$ cat src/rtl/core_mem_bridge.sv
// core_mem_bridge: routes the core's single outstanding load/store to data SRAM, the GEMM
// register window or an unmapped region. Optional accelerator watchdog: `define BUS_TIMEOUT_EN.
module core_mem_bridge #(
    parameter int          RAM_AW         = 12,
    parameter logic [31:0] ACC_BASE       = 32'h8000_0000,
    parameter int          TIMEOUT_CYCLES = 64
) (
    input  logic              clk,
    input  logic              reset,
    input  logic              cs,
    input  logic              mem_rd_wr,
    input  logic [3:0]        mask,
    input  logic [31:0]       mem_addr,
    input  logic [31:0]       mem_write_data,
    output logic [31:0]       mem_read_data,
    output logic              mem_valid,
    output logic              ram_en,
    output logic [3:0]        ram_we,
    output logic [RAM_AW-1:0] ram_addr,
    output logic [31:0]       ram_wdata,
    input  logic [31:0]       ram_rdata,
    output logic              acc_req,
    output logic              acc_we,
    output logic [7:0]        acc_addr,
    output logic [31:0]       acc_wdata,
    output logic [3:0]        acc_mask,
    input  logic              acc_ready,
    input  logic              acc_rvalid,
    input  logic [31:0]       acc_rdata,
    output logic              bus_err
);

    localparam logic [31:0] RAM_BYTES = 32'd4 << RAM_AW;
    localparam logic [31:0] TMO_DATA  = 32'hDEAD_BEEF;

    typedef enum logic [2:0] {IDLE, RAM, ACC_REQ, ACC_WAIT, RESP} state_t;

    state_t             r_state;
    logic [RAM_AW-1:0]  r_ram_addr;
    logic [7:0]         r_acc_addr;
    logic [31:0]        r_wdata;
    logic [3:0]         r_mask;
    logic               r_rd;
    logic [31:0]        r_rdata;
    logic               r_ram_rd;
    logic               r_ram_en;
    logic [3:0]         r_ram_we;
    logic               r_acc_req;
    logic               r_acc_we;
    logic               r_bus_err;

    logic w_ram_hit;
    logic w_acc_hit;
    logic w_tmo;

    assign w_ram_hit = (mem_addr < RAM_BYTES);
    assign w_acc_hit = (mem_addr[31:8] == ACC_BASE[31:8]);

`ifdef BUS_TIMEOUT_EN
    localparam int               TMO_W    = ($clog2(TIMEOUT_CYCLES) > 8) ? $clog2(TIMEOUT_CYCLES) : 8;
    localparam logic [TMO_W-1:0] TMO_LAST = TMO_W'(TIMEOUT_CYCLES - 1);

    logic [TMO_W-1:0] r_tmo_cnt;

    // Held at zero in IDLE, so it starts from zero on every entry to ACC_REQ.
    always_ff @(posedge clk or negedge reset) begin
        if (!reset)
            r_tmo_cnt <= '0;
        else if (r_state == ACC_REQ || r_state == ACC_WAIT)
            r_tmo_cnt <= r_tmo_cnt + 1'b1;
        else
            r_tmo_cnt <= '0;
    end

    assign w_tmo = (r_tmo_cnt == TMO_LAST);
`else
    assign w_tmo = 1'b0;
`endif

    // NOTE: sequential state uses non-blocking assignments so every register samples pre-edge values.
    always_ff @(posedge clk or negedge reset) begin
        if (!reset) begin
            r_state    <= IDLE;
            r_ram_addr <= '0;
            r_acc_addr <= '0;
            r_wdata    <= '0;
            r_mask     <= '0;
            r_rd       <= 1'b0;
            r_rdata    <= '0;
            r_ram_rd   <= 1'b0;
            r_ram_en   <= 1'b0;
            r_ram_we   <= '0;
            r_acc_req  <= 1'b0;
            r_acc_we   <= 1'b0;
            r_bus_err  <= 1'b0;
        end else begin
            r_ram_en  <= 1'b0;
            r_ram_we  <= '0;
            r_ram_rd  <= 1'b0;
            r_bus_err <= 1'b0;
            case (r_state)
                IDLE: begin
                    if (cs) begin
                        r_ram_addr <= mem_addr[RAM_AW+1:2];
                        r_acc_addr <= mem_addr[7:0];
                        r_wdata    <= mem_write_data;
                        r_mask     <= mask;
                        r_rd       <= mem_rd_wr;
                        if (w_ram_hit) begin
                            r_state  <= RAM;
                            r_ram_en <= 1'b1;
                            r_ram_we <= mem_rd_wr ? 4'b0000 : mask;
                        end else if (w_acc_hit) begin
                            r_state   <= ACC_REQ;
                            r_acc_req <= 1'b1;
                            r_acc_we  <= ~mem_rd_wr;
                        end else begin
                            // Unmapped: writes are dropped, reads return zero.
                            r_state   <= RESP;
                            r_bus_err <= 1'b1;
                            if (mem_rd_wr)
                                r_rdata <= '0;
                        end
                    end
                end
                RAM: begin
                    r_ram_rd <= r_rd;
                    r_state  <= RESP;
                end
                ACC_REQ: begin
                    if (acc_ready) begin
                        r_acc_req <= 1'b0;
                        r_acc_we  <= 1'b0;
                        if (!r_rd) begin
                            r_state <= RESP;
                        end else if (acc_rvalid) begin
                            r_rdata <= acc_rdata;
                            r_state <= RESP;
                        end else begin
                            r_state <= ACC_WAIT;
                        end
                    end else if (w_tmo) begin
                        r_acc_req <= 1'b0;
                        r_acc_we  <= 1'b0;
                        r_rdata   <= TMO_DATA;
                        r_bus_err <= 1'b1;
                        r_state   <= RESP;
                    end
                end
                ACC_WAIT: begin
                    if (acc_rvalid) begin
                        r_rdata <= acc_rdata;
                        r_state <= RESP;
                    end else if (w_tmo) begin
                        r_rdata   <= TMO_DATA;
                        r_bus_err <= 1'b1;
                        r_state   <= RESP;
                    end
                end
                RESP: begin
                    if (r_ram_rd)
                        r_rdata <= ram_rdata;
                    r_state <= IDLE;
                end
                default: r_state <= IDLE;
            endcase
        end
    end

    // SRAM data arrives during RESP itself, so it bypasses r_rdata for that one cycle.
    assign mem_read_data = r_ram_rd ? ram_rdata : r_rdata;
    assign mem_valid     = (r_state == RESP) || (r_state == IDLE && !cs);

    assign ram_en    = r_ram_en;
    assign ram_we    = r_ram_we;
    assign ram_addr  = r_ram_addr;
    assign ram_wdata = r_wdata;
    assign acc_req   = r_acc_req;
    assign acc_we    = r_acc_we;
    assign acc_addr  = r_acc_addr;
    assign acc_wdata = r_wdata;
    assign acc_mask  = r_mask;
    assign bus_err   = r_bus_err;

endmodule

$ cat config.mk
export PLATFORM = sky130hd
export DESIGN_NAME = core_mem_bridge
export DESIGN_NICKNAME = d
export VERILOG_FILES = /design/src/rtl/core_mem_bridge.sv
export SDC_FILE = /design/constraint.sdc
export NUM_CORES = 1
export LEC_CHECK = 0
export CORE_MARGIN = 10
export CORE_UTILIZATION = 39
export DETAILED_ROUTE_END_ITERATION = 6
export MAX_ROUTING_LAYER = met4
export PLACE_DENSITY = 0.81
export SLEW_MARGIN = 20
export SYNTH_ARGS = -nofsm -noshare
export SYNTH_HDL_FRONTEND = slang
export SYNTH_SLANG_ARGS = --single-unit
$ cat constraint.sdc
create_clock -name clk -period 1.9 [get_ports clk]
set_clock_uncertainty 0.05 [all_clocks]
set_input_delay 0.38 -clock clk [delete_from_list [all_inputs] [get_ports clk]]
set_output_delay 0.38 -clock clk [all_outputs]
set_load 0.005 [all_outputs]
==> impl_metrics.py <==
metrics = {
    "layout": {
        "final_cell_area_um2": 8427,
        "areaGrowthSynthToFinish_pct": 76.54,
        "fillers": 838,
        "num-nets-final": 943,
        "num_antenna_cells": 0,
        "multi_input_area_um2": 2203,
        "drive_above_1_share_pct": 21.73,
        "register_area_um2": 2380,
    },
    "die": {
        "start_util_pct": 39.74,
        "die_width_um": 130.6,
        "design.die.area_um2": 17060,
        "die_y_um": 130.6,
        "row_count": 40,
        "io_pins": 267,
        "core_area_um2": 12010,
    },
    "sta": {
        "hold_viol_final": 0,
        "setup_slack_ns": -0.05541,
        "worstMarginPinSlew_ns": 0.4002,
        "setup-violations-final": 4,
        "fin_crit_sh_pct": 102.9,
        "relSlewSlack_pct": 73.32,
        "rsz0062_at_grt": "yes",
        "fmaxAchievable_mhz": 511.4,
        "final-max-slew-violation-count": 0,
        "min_period_ns": 1.955,
    },
    "place": {
        "hpwl_um": 12920,
        "post-place-ws_ns": -0.4277,
        "postPlaceCellArea_um2": 7507,
        "place.gp.congestion": 0.8238,
        "port_buffers": 266,
    },
    "worst_setup_path": {
        "required_ns": 1.47,
        "timing.rr.start": "r_state[1]",
        "cp_max_fo": 6,
        "r2r_cells": 6,
        "r2r-end": "acc_we",
        "r2r_slack_ns": 0.09,
        "path_class": "reg2out",
        "end_kind": "output pin",
        "startpoint_type": "register",
        "crit_arrival_ns": 1.53,
    },
    "detailed_routing": {
        "drt-total-wl_um": 19540,
        "ant_nets": 0,
        "drc": 0,
        "first_iter_violations": 375,
        "viasPerCell": 5.219,
        "wire_per_inst_um": 20.42,
        "first_pass_iters": 5,
        "vias": 4995,
    },
    "clocking": {
        "clockBufferDepth": 2,
        "cts_buffers": 9,
        "cts_tree": "done",
        "clk_pin_slew_ns": 0.06,
        "htree_levels": 3,
        "root_buffer": "clkbuf_16",
        "clock_latency_ns": 0.33,
        "cts_sinks": 95,
    },
    "pwr": {
        "ir_drop_mv": 0.7179,
        "combPwrFrac_pct": 44.0,
        "p_per_area_nw_per_um2": 1037,
        "seqPwrFrac_pct": 34.9,
        "switching_power_w": 0.002746,
        "p_leak_nw": 3.960,
        "p_total_w": 0.008736,
        "intPower_w": 0.005990,
        "clock_power_share_pct": 21.1,
        "sw_frac_of_total_pct": 31.43,
    },
    "synthesis": {
        "ys_ff_latch": 95,
        "yosys.area_share.xor_xnor_pct": 0,
        "netlist_top_cells_area": "dfrtp_1 (50%), nand2_1 (15%), mux2i_1 (7.1%), buf_4 (6.1%), a32oi_1 (5.9%)",
        "synth_cells": 534,
        "netlist.area_leader.share_pct": 49.80,
        "synth-compound-area-share_pct": 11.40,
        "yosys_warnings": 0,
        "synth_fa_ha_area_share_pct": 0,
        "yosysUniqueCellTypes": 36,
        "yosysTopAreaCell": "dfrtp_1",
        "synth_mux_area_share_pct": 7.130,
        "synthSimpleGateAreaFrac_pct": 19.58,
        "synth_top_family_by_area": "simple AND/OR/NAND/NOR gates",
        "synth_area_um2": 4773,
        "syn_nets": 672,
        "syn_area_per_cell_um2": 8.939,
        "yosysSeqAreaShare_pct": 49.80,
    },
    "min_path": {
        "whs_path_depth": 3,
        "hold_path_class": "in2reg",
        "hp-start": "mem_addr[9]",
        "min_to": "ram_addr[7]",
    },
    "global_route": {
        "antenna_found_initial": 0,
        "grt_pass1_wl_um": 28410,
        "grt_pass1_vias": 5284,
        "grt_max_degree": 49,
        "grt_overflow_total": 0,
        "track_usage_pct": 21.71,
    },
    "run": {
        "drv_cap": 0,
    },
    "run_status": {
        "outcome": "complete, but fails checks",
        "violations": "setup timing",
    },
}
cells in the final DEF (no fill, tap or decap), types with 3 or more instances in the layout:
master and n:
a32oi_1 32, and2_1 4, buf_12 5, buf_2 27
buf_4 49, buf_6 8, clkbuf_16 13, clkdlybuf4s50_1 218
dfrtp_1 93, dlygate4sd2_1 4, dlymetal6s2s_1 11, inv_1 34
mux2i_1 34, nand2_1 178, nand2_2 9, nand2_4 3
nand3_1 3, nor2_1 3, nor4_2 4, o21ai_2 12
o21ai_4 20, or3_4 3
cell type report:
class                   instances  share of cell area (%)
repair buffers                332                   38.23
clock buffers                  12                   3.044
clock inverters                 4                  0.6385
flip-flops and latches         95                   28.24
well taps                     147                   2.183
multi-input cells             333                   26.15
inverters                      34                   1.514
layer usage:
metal	global-route usage, %	wire [um]	up-vias
met3	6.930	2039	42
met1	24.32	7573	2407
met4	6.279	429	0
met5	-	0	-
met2	36.52	9498	282
li1	-	-	2264
flip-flops by register name, summed over array words and instances, names as in the netlist:
name	count
acc_we	1
r_rd	1
ram_en	1
acc_mask	4
ram_addr	12
ram_we	4
bus_err	1
r_rdata	32
r_ram_rd	1
acc_wdata	32
acc_req	1
r_state	3
acc_addr	2
power by group through the flow:
| stage | logic, W | clock network (W) | registers (W) |
|---|---|---|---|
| after floorplan | 0.00168 | 0 | 0.00303 |
| after CTS | 0.00387 | 0.00189 | 0.00306 |
| after global placement | 0.00378 | 0 | 0.00305 |
| final | 0.00384 | 0.00184 | 0.00305 |
| after global routing | 0.00412 | 0.00197 | 0.00314 |
| after detailed placement | 0.00385 | 0 | 0.00308 |
stage by stage:
step                setup TNS, ns  std cells  utilization (%)  hold WS [ns]
finish                    -0.1637        957            70.16        0.2664
global route              -0.6324        957            70.16        0.2990
CTS                        -2.561        950            68.13        0.3943
detailed placement         -19.09        911            62.50        0.3485
global placement           -17.03        911            62.50        0.3398
floorplan                       0        534                -       0.03441
cells in the mapped netlist (all sizes together):
master / number
o21ai: 35
a221oi: 1
a22o: 1
nor4b: 1
a211oi: 1
nand3: 3
nand4: 1
o21bai: 1
o211ai: 1
a21oi: 2
nor3: 3
buf: 45
nor2: 4
nor4bb: 1
nor2b: 3
inv: 34
nand2: 190
and2: 5
or3b: 1
or2: 1
a32oi: 32
nor4: 4
a21boi: 3
clkbuf: 27
or3: 3
mux2i: 34
dfrtp: 95
nand3b: 1
nand2b: 1
how the worst max path moves through the flow:
| stage | startpoint | to | slack, ns | depth (start not counted) |
|---|---|---|---|---|
| 6_report | r_ram_rd | mem_read_data[27] | -0.06 | 6 |
| 2_1_floorplan | r_state[0] | acc_we | 0.19 | 6 |
| 4_1_cts | r_ram_rd | mem_read_data[11] | -0.24 | 6 |
| 3_3_place_gp | mem_addr[10] | r_rdata[10] | -0.37 | 7 |
| 5_1_grt | r_ram_rd | mem_read_data[3] | -0.09 | 6 |
| 3_5_place_dp | mem_addr[10] | r_rdata[12] | -0.43 | 7 |
logic make-up after synthesis:
logic type / after synthesis
compound gates: 77
buf+inv: 106
simple gates: 222
mux: 34
flops: 95
worst max-delay path: stages (launching register included):
cell and delay [ns]:
dfrtp_2 0.50, buf_6 0.18, buf_6 0.11, buf_6 0.12
nand2_4 0.06, o21ai_4 0.07, buf_2 0.15
what timing repair did:
action / 4_1_cts / 5_1_grt
cloned: 5 / 1
endpoints found under the hold margin: 51 / 0
setup endpoints to repair: 67 / 73
setup buffers: 18 / 9
hold buffers: 1 / 0
resized for setup: 182 / 88
pin swaps: 13 / 27
Note: power is estimated with default switching activity, not from simulation.
==> edit 1: new RTL, config.mk and constraints unchanged <==
The option `BUS_TIMEOUT_EN` is turned on by a define.
--- a/src/rtl/core_mem_bridge.sv
+++ b/src/rtl/core_mem_bridge.sv
@@ -1,5 +1,7 @@
 // core_mem_bridge: routes the core's single outstanding load/store to data SRAM, the GEMM
 // register window or an unmapped region. Optional accelerator watchdog: `define BUS_TIMEOUT_EN.
+`define BUS_TIMEOUT_EN
+
 module core_mem_bridge #(
     parameter int          RAM_AW         = 12,
     parameter logic [31:0] ACC_BASE       = 32'h8000_0000,
Function: same outputs for any inputs over 4 cycles, from zero or initial values and one cycle with reset low; that may be too few to reach the edited logic, so the function may still have changed.
==> edit 1 against the unedited design <==
The run still ends with setup timing left; sequential cell count increased by 8; via count rose by 5.9%; cell area is 9.6% higher; die area up 6.4%; wire length increased by 7.5%; setup slack lost 0.015 ns; power is 7.6% higher; area after synthesis grew 7.6%; sequential share of layout area decreased by 0.29 points; critical endpoint is now mem_read_data[9]; largest power group unchanged; highest routed layer unchanged.
==> edit 1: results (changes against the unedited design) <==
Outcome
  – Status: finished with violations (unchanged)
  – Failing checks: setup timing (unchanged)

Placement
  – HPWL Detailed: 14.1 mm (was 12.9 mm)
  – DP Worst Slack: -0.627 ns (was -0.428 ns)
  – Global placement routability congestion: 0.844 (was 0.824)
  – Placement Cell Area: 8040 sq um (was 7510 sq um)
  – Placed Cells: 973 (was 911)

Yosys
  – Adder-cell share of the synthesized area: 0.00244 (was 0)
  – Post-Syn Nets: 696 (was 672)
  – Post-synth top cells: nand2_1 (167), dfrtp_1 (103), buf_4 (38), a21oi_1 (27), a22oi_1 (26) (was nand2_1 (190), dfrtp_1 (95), buf_4 (39))
  – Share of flip-flops with an asynchronous set or reset: 1.00 (unchanged)
  – Mux cell area share after synthesis: 0.0568 (was 0.0713)
  – Register area share after synthesis: 0.502 (was 0.498)
  – Avg Cell Area, Syn: 9.22 sq um (was 8.94 sq um)
  – Post-synthesis cell type count: 40 (was 36)
  – Largest cells by area after synthesis: dfrtp_1 (50%), nand2_1 (12%), buf_4 (5.6%) (was dfrtp_1 (50%), nand2_1 (15%), mux2i_1 (7.1%))
  – Post-Synth XOR/XNOR Area: 0.0102 (was 0)

Worst setup path
  – R2R Path Start: r_state[1]$_DFFE_PN0N_ (was r_state[1]$_DFFE_PN0P_)
  – Reg2reg end: r_rdata[0]$_DFFE_PN0P_ (was acc_we$_DFFE_PN0P_)
  – R2R cell count: 7 (was 6)
  – Max stage delay on crit path: 0.46 ns (was 0.50 ns)
  – Max Fanout on Critical Path: 5 (was 6)

STA
  – Final setup fails: 43 (was 4)
  – Slew margin rel.: 0.618 (was 0.733)
  – Worst setup margin: -0.0701 ns (was -0.0554 ns)
  – Final Cycle Share: 1.04 (was 1.03)
  – Worst hold slack: 0.0219 ns (was 0.266 ns)

Drt
  – Wl on met1: 7.88 mm (was 7.57 mm)
  – Routed wire length: 21.0 mm (was 19.5 mm)
  – DRT iter0 DRCs: 356 (was 375)
  – Met3 routed WL: 2.05 mm (was 2.04 mm)
  – Total number of vias: 5292 (was 4995)

Hold path
  – Min-delay worst type: in2async (was in2reg)

Power and ir drop
  – P_leak: 4.44 nW (was 3.96 nW)
  – P per Cell Area: 1020 nW/um^2 (was 1040 nW/um^2)
  – Power Clock: 2.16 mW (was 1.84 mW)
  – Logic pwr share: 0.439 (was 0.440)
  – Internal power: 6.46 mW (was 5.99 mW)
  – VDD IR-drop max: 0.748 mV (was 0.718 mV)

Global routing
  – Met1 usage: 0.241 (was 0.243)
  – Pin count of the biggest net entering global routing: 104 (was 49)
  – Met3 usage: 0.0694 (was 0.0693)
  – GRT Total Usage: 0.222 (was 0.217)
  – Met2 Use GR: 0.382 (was 0.365)
  – Vias in the first global route: 5835 (was 5284)
  – Initial antenna violation count: 1 (was 0)

Cells and area
  – Share of cells above drive strength 1: 0.257 (was 0.217)
  – Fin nets: 983 (was 943)

Clock tree
  – CTS root buffer: clkbuf_16 (unchanged)
edit 1: cell count changes after synthesis, moves of 23 or more:
cell     change
a21o_1      +25
a21oi_1     +26
a22oi_1     +26
a32oi_1     -23
mux2_2      +24
mux2i_1     -33
nand2_1     -23
o21ai_0     -24
edit 1: repair_timing:
| action | 4_1_cts | 5_1_grt |
|---|---|---|
| cloned | 7 | 2 |
| hold buffers | 0 | 0 |
| buffers inserted | 17 | 8 |
| setup endpoints to repair | 74 | 83 |
| pin swaps | 20 | 24 |
| gates resized for setup | 248 | 67 |
edit 1: area by class of cell:
class	instances	area [sq um]	area share
repair buffers	344	3510	0.380
flip-flops and latches	103	2580	0.280
multi-input cells	374	2530	0.274
clock buffers	11	253	0.0274
well taps	172	215	0.0233
clock inverters	5	104	0.0112
inverters	12	45.0	0.00488
diodes	1	2.50	0.000271
edit 1: critical path, delay by kind of cell, from the launching register on:
family                 cells  cell delay (ns)
multiplexers               1             0.32
flip-flops                 1             0.46
buffers and inverters      3             0.42
==> edit 2: new RTL, same settings <==
Made on the original files. Re-encode `state_t` (5 states) as one-hot, 5 bits wide.
--- a/src/rtl/core_mem_bridge.sv
+++ b/src/rtl/core_mem_bridge.sv
@@ -33,7 +33,7 @@
     localparam logic [31:0] RAM_BYTES = 32'd4 << RAM_AW;
     localparam logic [31:0] TMO_DATA  = 32'hDEAD_BEEF;
 
-    typedef enum logic [2:0] {IDLE, RAM, ACC_REQ, ACC_WAIT, RESP} state_t;
+    typedef enum logic [4:0] {IDLE = 5'b00001, RAM = 5'b00010, ACC_REQ = 5'b00100, ACC_WAIT = 5'b01000, RESP = 5'b10000} state_t;
 
     state_t             r_state;
     logic [RAM_AW-1:0]  r_ram_addr;
Behaviour: same outputs for any inputs over 4 cycles, from zero or initial values and one cycle with reset low; so few cycles prove little.
==> edit 2 against the unedited design <==
The run still ends with setup timing left; area after synthesis grew 1.9%; power grew 0.20%; setup slack lost 0.23 ns; sequential share of layout area grew 0.58 points; global-route usage shrank 2.1 points; synthesized cell count shrank 10%; cell area grew 0.19%; register-to-register slack lost 0.37 ns; sequential cell count grew 2; first-iteration DRC count shrank 42%; wire length shrank 7.6%.
==> edit 2: results (changes against the unedited design) <==
Yosys
  – Largest cells by area after synthesis: dfrtp_1 (49%), nand2_1 (12%), mux2_2 (7.9%) (was dfrtp_1 (50%), nand2_1 (15%), mux2i_1 (7.1%))
  – Register area share after synthesis: 0.499 (was 0.498)
  – Post-synth top cells: nand2_1 (158), dfrtp_1 (96), buf_4 (39), mux2_2 (34), a22o_1 (32) (was nand2_1 (190), dfrtp_1 (95), buf_4 (39))
  – Synth warn: 0 (unchanged)
  – Post-Syn Nets: 617 (was 672)
  – Post-synthesis cell count: 479 (was 534)

Global routing
  – Vias in the first global route: 4886 (was 5284)
  – First-pass GRT wire length: 26.8 mm (was 28.4 mm)
  – GRT Total Usage: 0.196 (was 0.217)
  – Pin count of the biggest net entering global routing: 52 (was 49)

Cells and area
  – Layout fillers: 871 (was 838)
  – Share of cells above drive strength 1: 0.237 (was 0.217)
  – Final Non-Filler Cells: 914 (was 957)

Worst setup path
  – R2R cell count: 7 (was 6)
  – Max stage delay on crit path: 0.45 ns (was 0.50 ns)
  – Max Fanout on Critical Path: 8 (was 6)
  – R2R Path Start: r_state[3]$_DFFE_PN0P_ (was r_state[1]$_DFFE_PN0P_)
  – Arr. time, crit path: 2.34 ns (was 1.53 ns)
  – Crit path kind: in2reg (was reg2out)
  – Reg2reg end: r_rdata[5]$_DFFE_PN0P_ (was acc_we$_DFFE_PN0P_)
  – Worst setup startpoint: mem_addr[13] (was r_ram_rd$_DFF_PN0_)
  – Crit path max-delay cell type: clkdlybuf4s50_1 (was dfrtp_2)

Power and ir drop
  – Sw Pwr: 2.72 mW (was 2.75 mW)
  – P_leak: 4.03 nW (was 3.96 nW)
  – VDD IR-drop max: 0.755 mV (was 0.718 mV)
  – Power, Total: 8.75 mW (was 8.74 mW)
  – Reg power frac: 0.351 (was 0.349)

Drt
  – DRT Pass-1 Iters: 4 (was 5)
  – DRT iter0 DRCs: 217 (was 375)
  – Total number of vias: 4517 (was 4995)
  – DR WL/cell: 19.8 um (was 20.4 um)

STA
  – Final setup fails: 41 (was 4)
  – Worst Max-Slew Pin Slew: 0.537 ns (was 0.400 ns)
  – Worst hold slack: 0.279 ns (was 0.266 ns)
  – Worst setup margin: -0.282 ns (was -0.0554 ns)

Placement
  – Placement Cell Area: 7600 sq um (was 7510 sq um)
  – DP Worst Slack: -0.639 ns (was -0.428 ns)
  – Global placement routability congestion: 0.835 (was 0.824)
  – Placed Cells: 876 (was 911)

Clock tree
  – Postcts setup bufs: 9 (was 18)
  – H-tree lvl count: 3 (unchanged)
  – PostCTS Resize Cnt: 168 (was 182)

Outcome
  – Status: finished with violations (unchanged)
  – Failing checks: setup timing (unchanged)

Hold path
  – Hold Startpoint: mem_addr[12] (was mem_addr[9])
  – WHS Endpoint: ram_addr[10]$_DFFE_PN0P_ (was ram_addr[7]$_DFFE_PN0P_)
-- edit 2: kinds of logic (layout without fill, tap and decap cells) --
group | after synthesis | after routing | synth area share
and+or+nand+nor | 197 | 197 | 0.173
muxes | 65 | 65 | 0.150
buffers and inverters | 69 | 336 | 0.0887
DFF | 97 | 97 | 0.499
AOI/OAI and AO/OA | 50 | 50 | 0.0872
xor gates and xnor gates | 1 | 1 | 0.00180
-- edit 2: final cells by class --
| cell class | count | area [sq um] | area share |
|---|---|---|---|
| multi-input combinational | 313 | 2250 | 0.267 |
| clock inverter | 4 | 51.3 | 0.00608 |
| timing repair buffer | 320 | 3240 | 0.384 |
| sequential | 97 | 2430 | 0.288 |
| clock buffer | 12 | 256 | 0.0304 |
| tap | 168 | 210 | 0.0249 |
-- edit 2: routing by layer --
layer	up-vias	global-route usage	wire length (um)	share of wire
li1	2107	-	-	-
met1	2167	0.228	7520	0.42
met2	225	0.321	8930	0.49
met3	18	0.0633	1380	0.077
met4	0	0.0532	233	0.013
met5	-	-	0	0
